`src/rtl/iterative_divider.sv`:
```
// Unsigned restoring radix-2 sequential divider: one quotient bit per cycle,
// valid/ready operand handshake, valid/yumi result handshake, one-cycle divide-by-zero.
module iterative_divider #(
    parameter int width_p = 32
) (
    input  logic               clk_i,
    input  logic               reset_i,
    input  logic               v_i,
    output logic               ready_o,
    input  logic [width_p-1:0] dividend_i,
    input  logic [width_p-1:0] divisor_i,
    output logic               v_o,
    input  logic               yumi_i,
    output logic [width_p-1:0] quotient_o,
    output logic [width_p-1:0] remainder_o,
    output logic               div_by_zero_o
);

    localparam int cnt_w_lp = (width_p > 2) ? $clog2(width_p) : 1;
    localparam logic [cnt_w_lp-1:0] last_cnt_lp = cnt_w_lp'(width_p - 1);

    typedef enum logic [1:0] {
        IDLE = 2'd0,
        BUSY = 2'd1,
        DONE = 2'd2
    } state_e;

    state_e                state_q, state_d;
    logic [cnt_w_lp-1:0]   cnt_q, cnt_d;
    logic [width_p-1:0]    rem_q, rem_d;
    logic [width_p-1:0]    dvd_q, dvd_d;
    logic [width_p-1:0]    dvs_q, dvs_d;
    logic [width_p-1:0]    quot_q, quot_d;
    logic [width_p-1:0]    remo_q, remo_d;
    logic                  dbz_q, dbz_d;
    logic                  v_q, v_d;
    logic                  ready_q, ready_d;

    logic [width_p:0]      shifted;
    logic [width_p:0]      trial;
    logic                  qbit;
    logic [width_p-1:0]    next_rem;
    logic [width_p-1:0]    next_dvd;

    // Since rem < divisor, shifted < 2*divisor, so the MSB of the
    // width_p+1-bit difference is a reliable borrow flag.
    assign shifted  = {rem_q, dvd_q[width_p-1]};
    assign trial    = shifted - {1'b0, dvs_q};
    assign qbit     = ~trial[width_p];
    assign next_rem = qbit ? trial[width_p-1:0] : shifted[width_p-1:0];
    assign next_dvd = {dvd_q[width_p-2:0], qbit};

    // Next-state and datapath update for the IDLE/BUSY/DONE sequencer
    always_comb begin
        state_d = state_q;
        cnt_d   = cnt_q;
        rem_d   = rem_q;
        dvd_d   = dvd_q;
        dvs_d   = dvs_q;
        quot_d  = quot_q;
        remo_d  = remo_q;
        dbz_d   = dbz_q;
        case (state_q)
            IDLE: begin
                if (v_i) begin
                    if (divisor_i != {width_p{1'b0}}) begin
                        dvd_d   = dividend_i;
                        dvs_d   = divisor_i;
                        rem_d   = {width_p{1'b0}};
                        cnt_d   = {cnt_w_lp{1'b0}};
                        state_d = BUSY;
                    end else begin
                        quot_d  = {width_p{1'b1}};
                        remo_d  = dividend_i;
                        dbz_d   = 1'b1;
                        state_d = DONE;
                    end
                end else begin
                    state_d = IDLE;
                end
            end
            BUSY: begin
                rem_d = next_rem;
                dvd_d = next_dvd;
                cnt_d = cnt_q + cnt_w_lp'(1);
                if (cnt_q == last_cnt_lp) begin
                    quot_d  = next_dvd;
                    remo_d  = next_rem;
                    dbz_d   = 1'b0;
                    state_d = DONE;
                end else begin
                    state_d = BUSY;
                end
            end
            DONE: begin
                if (yumi_i) begin
                    state_d = IDLE;
                end else begin
                    state_d = DONE;
                end
            end
            default: begin
                state_d = IDLE;
            end
        endcase
        v_d     = (state_d == DONE);
        ready_d = (state_d == IDLE);
    end

    // State, datapath and registered handshake outputs
    always_ff @(posedge clk_i or posedge reset_i) begin
        if (reset_i) begin
            state_q <= IDLE;
            cnt_q   <= {cnt_w_lp{1'b0}};
            rem_q   <= {width_p{1'b0}};
            dvd_q   <= {width_p{1'b0}};
            dvs_q   <= {width_p{1'b0}};
            quot_q  <= {width_p{1'b0}};
            remo_q  <= {width_p{1'b0}};
            dbz_q   <= 1'b0;
            v_q     <= 1'b0;
            ready_q <= 1'b0;
        end else begin
            state_q <= state_d;
            cnt_q   <= cnt_d;
            rem_q   <= rem_d;
            dvd_q   <= dvd_d;
            dvs_q   <= dvs_d;
            quot_q  <= quot_d;
            remo_q  <= remo_d;
            dbz_q   <= dbz_d;
            v_q     <= v_d;
            ready_q <= ready_d;
        end
    end

    assign ready_o       = ready_q;
    assign v_o           = v_q;
    assign quotient_o    = quot_q;
    assign remainder_o   = remo_q;
    assign div_by_zero_o = dbz_q;

endmodule

```
`config.mk`:
```
export PLATFORM = sky130hd
export DESIGN_NAME = iterative_divider
export DESIGN_NICKNAME = d
export VERILOG_FILES = /design/src/rtl/iterative_divider.sv
export SDC_FILE = /design/constraint.sdc
export NUM_CORES = 1
export LEC_CHECK = 0
export CAP_MARGIN = 15
export CORE_MARGIN = 3
export CORE_UTILIZATION = 55
export DETAILED_ROUTE_END_ITERATION = 8
export PLACE_DENSITY = 0.81
export RECOVER_POWER = 50
export SLEW_MARGIN = 30
export SYNTH_ARGS = -nofsm -noshare
export SYNTH_HDL_FRONTEND = slang
export SYNTH_SLANG_ARGS = --single-unit
```
`constraint.sdc`:
```
create_clock -name clk_i -period 6.9 [get_ports clk_i]
set_input_delay 1.38 -clock clk_i [delete_from_list [all_inputs] [get_ports clk_i]]
set_output_delay 1.38 -clock clk_i [all_outputs]
set_load 0.02 [all_outputs]
```
Word level (Yosys, flattened, before mapping)
Cells that the tools add are included.
{"block": "totals", "output_inout_bits": 67, "regBits": 170}
{"block": "classes", "n_bitwise": 1, "eq_ne": 8, "n_reduce_logical": 7, "muxes": 27, "add_sub_neg": 2}
{"cell": "two-way mux 32 bit", "count": 11}
{"cell": "case mux 32 bit (2 select lines)", "count": 4}
{"cell": "subtractor 33 x 32 -> 33 bit", "count": 1}
{"cell": "nonzero test 32 bit", "count": 1}
{"cell": "two-way mux 5 bit", "count": 2}
{"cell": "case mux 5 bit (2 select lines)", "count": 1}
{"cell": "two-way mux 2 bit", "count": 4}
{"cell": "inequality test 2 bit, second input constant", "count": 4}
{"cell": "case mux 2 bit (3 select lines)", "count": 1}
{"cell": "AND reduction 3 bit", "count": 2}
{"cell": "adder 5 x 1 -> 5 bit, second input constant", "count": 1}
{"cell": "== test 5 bit, second input constant", "count": 1}
{"cell": "== test 2 bit, second input constant", "count": 2}
{"cell": "logical NOT 2 bit", "count": 2}
{"cell": "AND reduction 4 bit", "count": 1}
{"cell": "two-way mux 1 bit", "count": 3}
{"cell": "== test 2 x 1 -> 1 bit, second input constant", "count": 1}
{"cell": "case mux 1 bit (2 select lines)", "count": 1}
{"cell": "nonzero test 2 bit", "count": 1}
{"cell": "NOT 1 bit", "count": 1}

Longest topological paths before layout
{"block": "logic_depth", "ltp_word": 5, "mapped_depth": 14, "depth_no_buf": 13}

Least setup slack after synthesis
No wires, ideal clock.
{"block": "synth_path", "path_kind": "input-to-reg", "startpoint": "input port divisor_i[25]", "endpoint": "register remo_q[28] (netlist: remainder_o[28])", "cell_stages": 8, "required_time_ns": 6.779, "n_path_buf": 2, "setup_time_ns": 0.121, "arrival_ns": 2.937, "setup_slack_ns": 3.842, "cell_sequence": "nor4_1 > nand4_1 > o21ai_1 > inv_1 > or3_1 > clkbuf_1 > clkbuf_1 > a22o_1"}
{"block": "synth_between", "elab_chain_len": 3}
{"element": "start, declared", "line_no": "11", "source": "input logic [width_p-1:0] divisor_i,"}
{"element": "nonzero test 32 bit", "line_no": "66", "source": "if (divisor_i != {width_p{1'b0}}) begin"}
{"element": "inequality test 2 bit (no line)"}
{"element": "AND reduction 4 bit (no line)"}
{"element": "end signal, assigned", "line_no": "119", "source": "remo_q <= {width_p{1'b0}};"}
{"element": "end signal, assigned", "line_no": "130", "source": "remo_q <= remo_d;"}
{"element": "end, declared", "line_no": "34", "source": "logic [width_p-1:0] remo_q, remo_d;"}
No other way between the ends.
A chain may end at the register's enable or synchronous reset.

==> summary.txt <==
Finish
  – Most frequent cells in the layout: nand2_1 (177), dfrtp_1 (170), o21ai_0 (116)
  – N_diodes: 0
  – Share of layout cells above drive strength 1: 0.05199
  – Synth-to-Final Area Change: 22.67%
  – Final net count: ~1200
  – Commonest non-fill, non-tap cell in the layout: nand2_1
  – Post-Layout Cell Count: roughly 1400

Clocking
  – CTS H-tree depth: 4
  – Num CTS Buffers: 17
  – Skew-Pair Late Insertion Delay: between 0.4 and 0.5 ns
  – CTS tree: done
  – CTS sink cnt: 170
  – Clock-pin transition on the worst setup and hold timing paths: around 0.070 ns
  – Hold-fix buffers, CTS: 0
  – CTS resizes: 0
  – Post-CTS Setup Bufs: 0
  – Clock Path Buffers: 2
  – Clk root buf: clkbuf_16

Synthesis
  – Mux share of post-synthesis cell area: 0.01328
  – Synthesized flop and latch total: 170
  – Netlist cell types: between 50 and 60
  – Post-synth EDFFs: 0
  – FFs w/ async S/R, synth: 1.000
  – YS warnings: 0
  – Prevailing post-synth register cell: dfrtp_1
  – Largest family of logic cells by synthesized area: compound AO/OA/AOI/OAI gates
  – Cell taking the most area after synthesis: dfrtp_1
  – Mapped Avg Cell Area: ~8.6 um^2
  – Share of the synthesized area in the top cell type: 0.4702
  – Compound-gate portion of the synthesized area: 0.2099
  – Synthesized cell area: 9047 um^2
  – Post-synthesis sequential area ratio: 0.4702
  – Post-Synth Simple-Gate Area: 0.1765
  – Synth top area cells: dfrtp_1 (47%), nand2_1 (7.3%), o21ai_0 (6.4%), a21oi_1 (4.7%), ha_1 (4.7%)
  – Mapped Cells: 1047
  – Syn Nets: around 1200
  – Post-synthesis adder-cell area fraction: 0.04923
  – Post-synthesis xor/xnor area fraction: 0.03098

Die
  – Cell Rows: 46
  – Die area: 18020 um^2
  – Core footprint: roughly 16000 um^2
  – Ports: ~140
  – Starting Density: 0.5655
  – Die height: ~130 um
  – Die Width: 134.3 um

Setup path
  – CP arrival: 4.87 ns
  – Crit path kind: in2async
  – CP max stage delay: 1.48 ns
  – Worst setup SP type: input port
  – Critical Path RT: 7.11 ns
  – CP max FO: 73
  – Worst-path cell chain: dlygate4sd3_1, clkinvlp_2, clkbuf_2
  – CP Buf/Inv Count: 3
  – Flop-to-flop setup slack: roughly 3.3 ns
  – Largest delay share family, worst path: buffers and inverters
  – Crit. End Element: asynchronous set/reset pin
  – Slowest CP cell: clkbuf_2

Routing
  – Routed vias: 8024
  – Drt total wl: ~24 mm
  – Top Layer Used: met4
  – DR WL met2: around 11 mm
  – Initial DRC count: roughly 700
  – ANT nets after route: 0
  – Drt pass-1 iters: 5
  – Drt wl/cell: approximately 17 um
  – DR WL met3: approximately 1.7 mm
  – DRC: 0
  – Wl on met1: around 11 mm
  – Via density per instance: 5.857

Timing
  – Final setup violation count: 0
  – Final TNS setup: 0 ns
  – Worst setup margin: roughly 2.2 ns
  – Fin crit period: 4.662 ns
  – Worst Skew: 0.01150 ns
  – Worst slew pin tran: 2.474 ns
  – Max Freq: approximately 210 MHz
  – Slew Limit Fails: about 130
  – Hold Vio Cnt, Final: 0
  – Slew HR: -0.6584
  – RSZ-0062 raised after global routing: no
  – Period utilization: 0.6757

Status
  – Violated checks: capacitance limit, slew limit
  – Status: complete, but fails checks

Global route
  – First-pass GRT wire length: between 30 and 40 mm
  – GRT Total Usage: 0.2649
  – Initial antenna violation count: 0
  – Number of global-route vias before repair: roughly 7500
  – Remaining global-route overflow: 0
  – Largest net degree at the start of global routing: 100

Place
  – Placed cells: 1338
  – Hpwl dp: 16.77 mm
  – Worst slack at placement: about 2.3 ns
  – Port bufs: 134
  – RePlAce Congestion: 0.8720

Run
  – Max cap viols: 2

Hold path
  – Hold Path Class: reg2reg
-- Yosys cell counts, drive strengths merged (2+ instances only) --
master,count
xor2,14
nor2,76
or2,2
o31ai,2
nor4,11
o22a,3
clkbuf,60
dfrtp,170
o21ai,151
o21bai,4
buf,9
inv,43
nor3,6
nand3,32
or3,7
mux2i,12
a21o,17
o211ai,4
and3,24
xnor2,15
a21oi,87
nand2,178
nand2b,6
a22o,2
a211oi,6
nor2b,2
ha,34
a31oi,36
and2,4
o21a,3
nand4,12
-- worst min-delay path, stage by stage, from the launching register on --
cell     delay (ns)
dfrtp_1        0.34
nand2_1        0.04
o21ai_0        0.06
-- path summary, 6_finish.rpt --
check	start	to	depth (start not counted)
setup / recovery	reset_i	quotient_o[28]	3
hold / removal	quotient_o[18]	quotient_o[18]	2
setup reg to reg	dvd_q[31]	remainder_o[24]	14
hold reg to reg	quotient_o[18]	quotient_o[18]	2
max in group clk_i	divisor_i[24]	dvd_q[2]	9
min in group asynchronous	reset_i	dvs_q[4]	2
-- metal layers --
layer  GRT usage  up-vias
met5           0        -
met4     0.07014        0
met3     0.04389       30
met2      0.4131      321
met1      0.3888     3830
li1            -     3843
-- layout make-up --
class	instances	area, um^2
clock buffer	18	429.2
clock inverter	14	209.0
fill	1296	4902
inverter	43	162.7
multi-input combinational	765	4359
sequential	170	4254
tap	216	270.3
timing repair buffer	144	1414
-- registers in the layout, indices dropped and copies added, names as in the netlist --
register and cells:
v_o 1, remainder_o 32, ready_o 1, cnt_q 5, quotient_o 32, rem_q 32, div_by_zero_o 1, dvd_q 32
dvs_q 32, state_q 2
-- kinds of logic after synthesis --
kind of cell / count (synthesis)
compound gates: 326
fa+ha+maj: 35
flops: 170
mux: 12
simple gates: 363
xor+xnor: 29
buf+inv: 112
-- stage by stage --
step | cell area [um^2] | util | hold slack (ns)
CTS | 11100 | 0.6939 | 0.4842
detailed placement | 10460 | 0.6540 | 0.4688
floorplan | 9047 | - | 0.4497
global route | 11100 | 0.6936 | 0.4946
finish | 11100 | 0.6936 | 0.4721
global placement | 10460 | 0.6540 | 0.4602
Power is left out: the tool's default activity adds up to more than one toggle a clock period on the data nets, which glitch-free logic cannot reach.
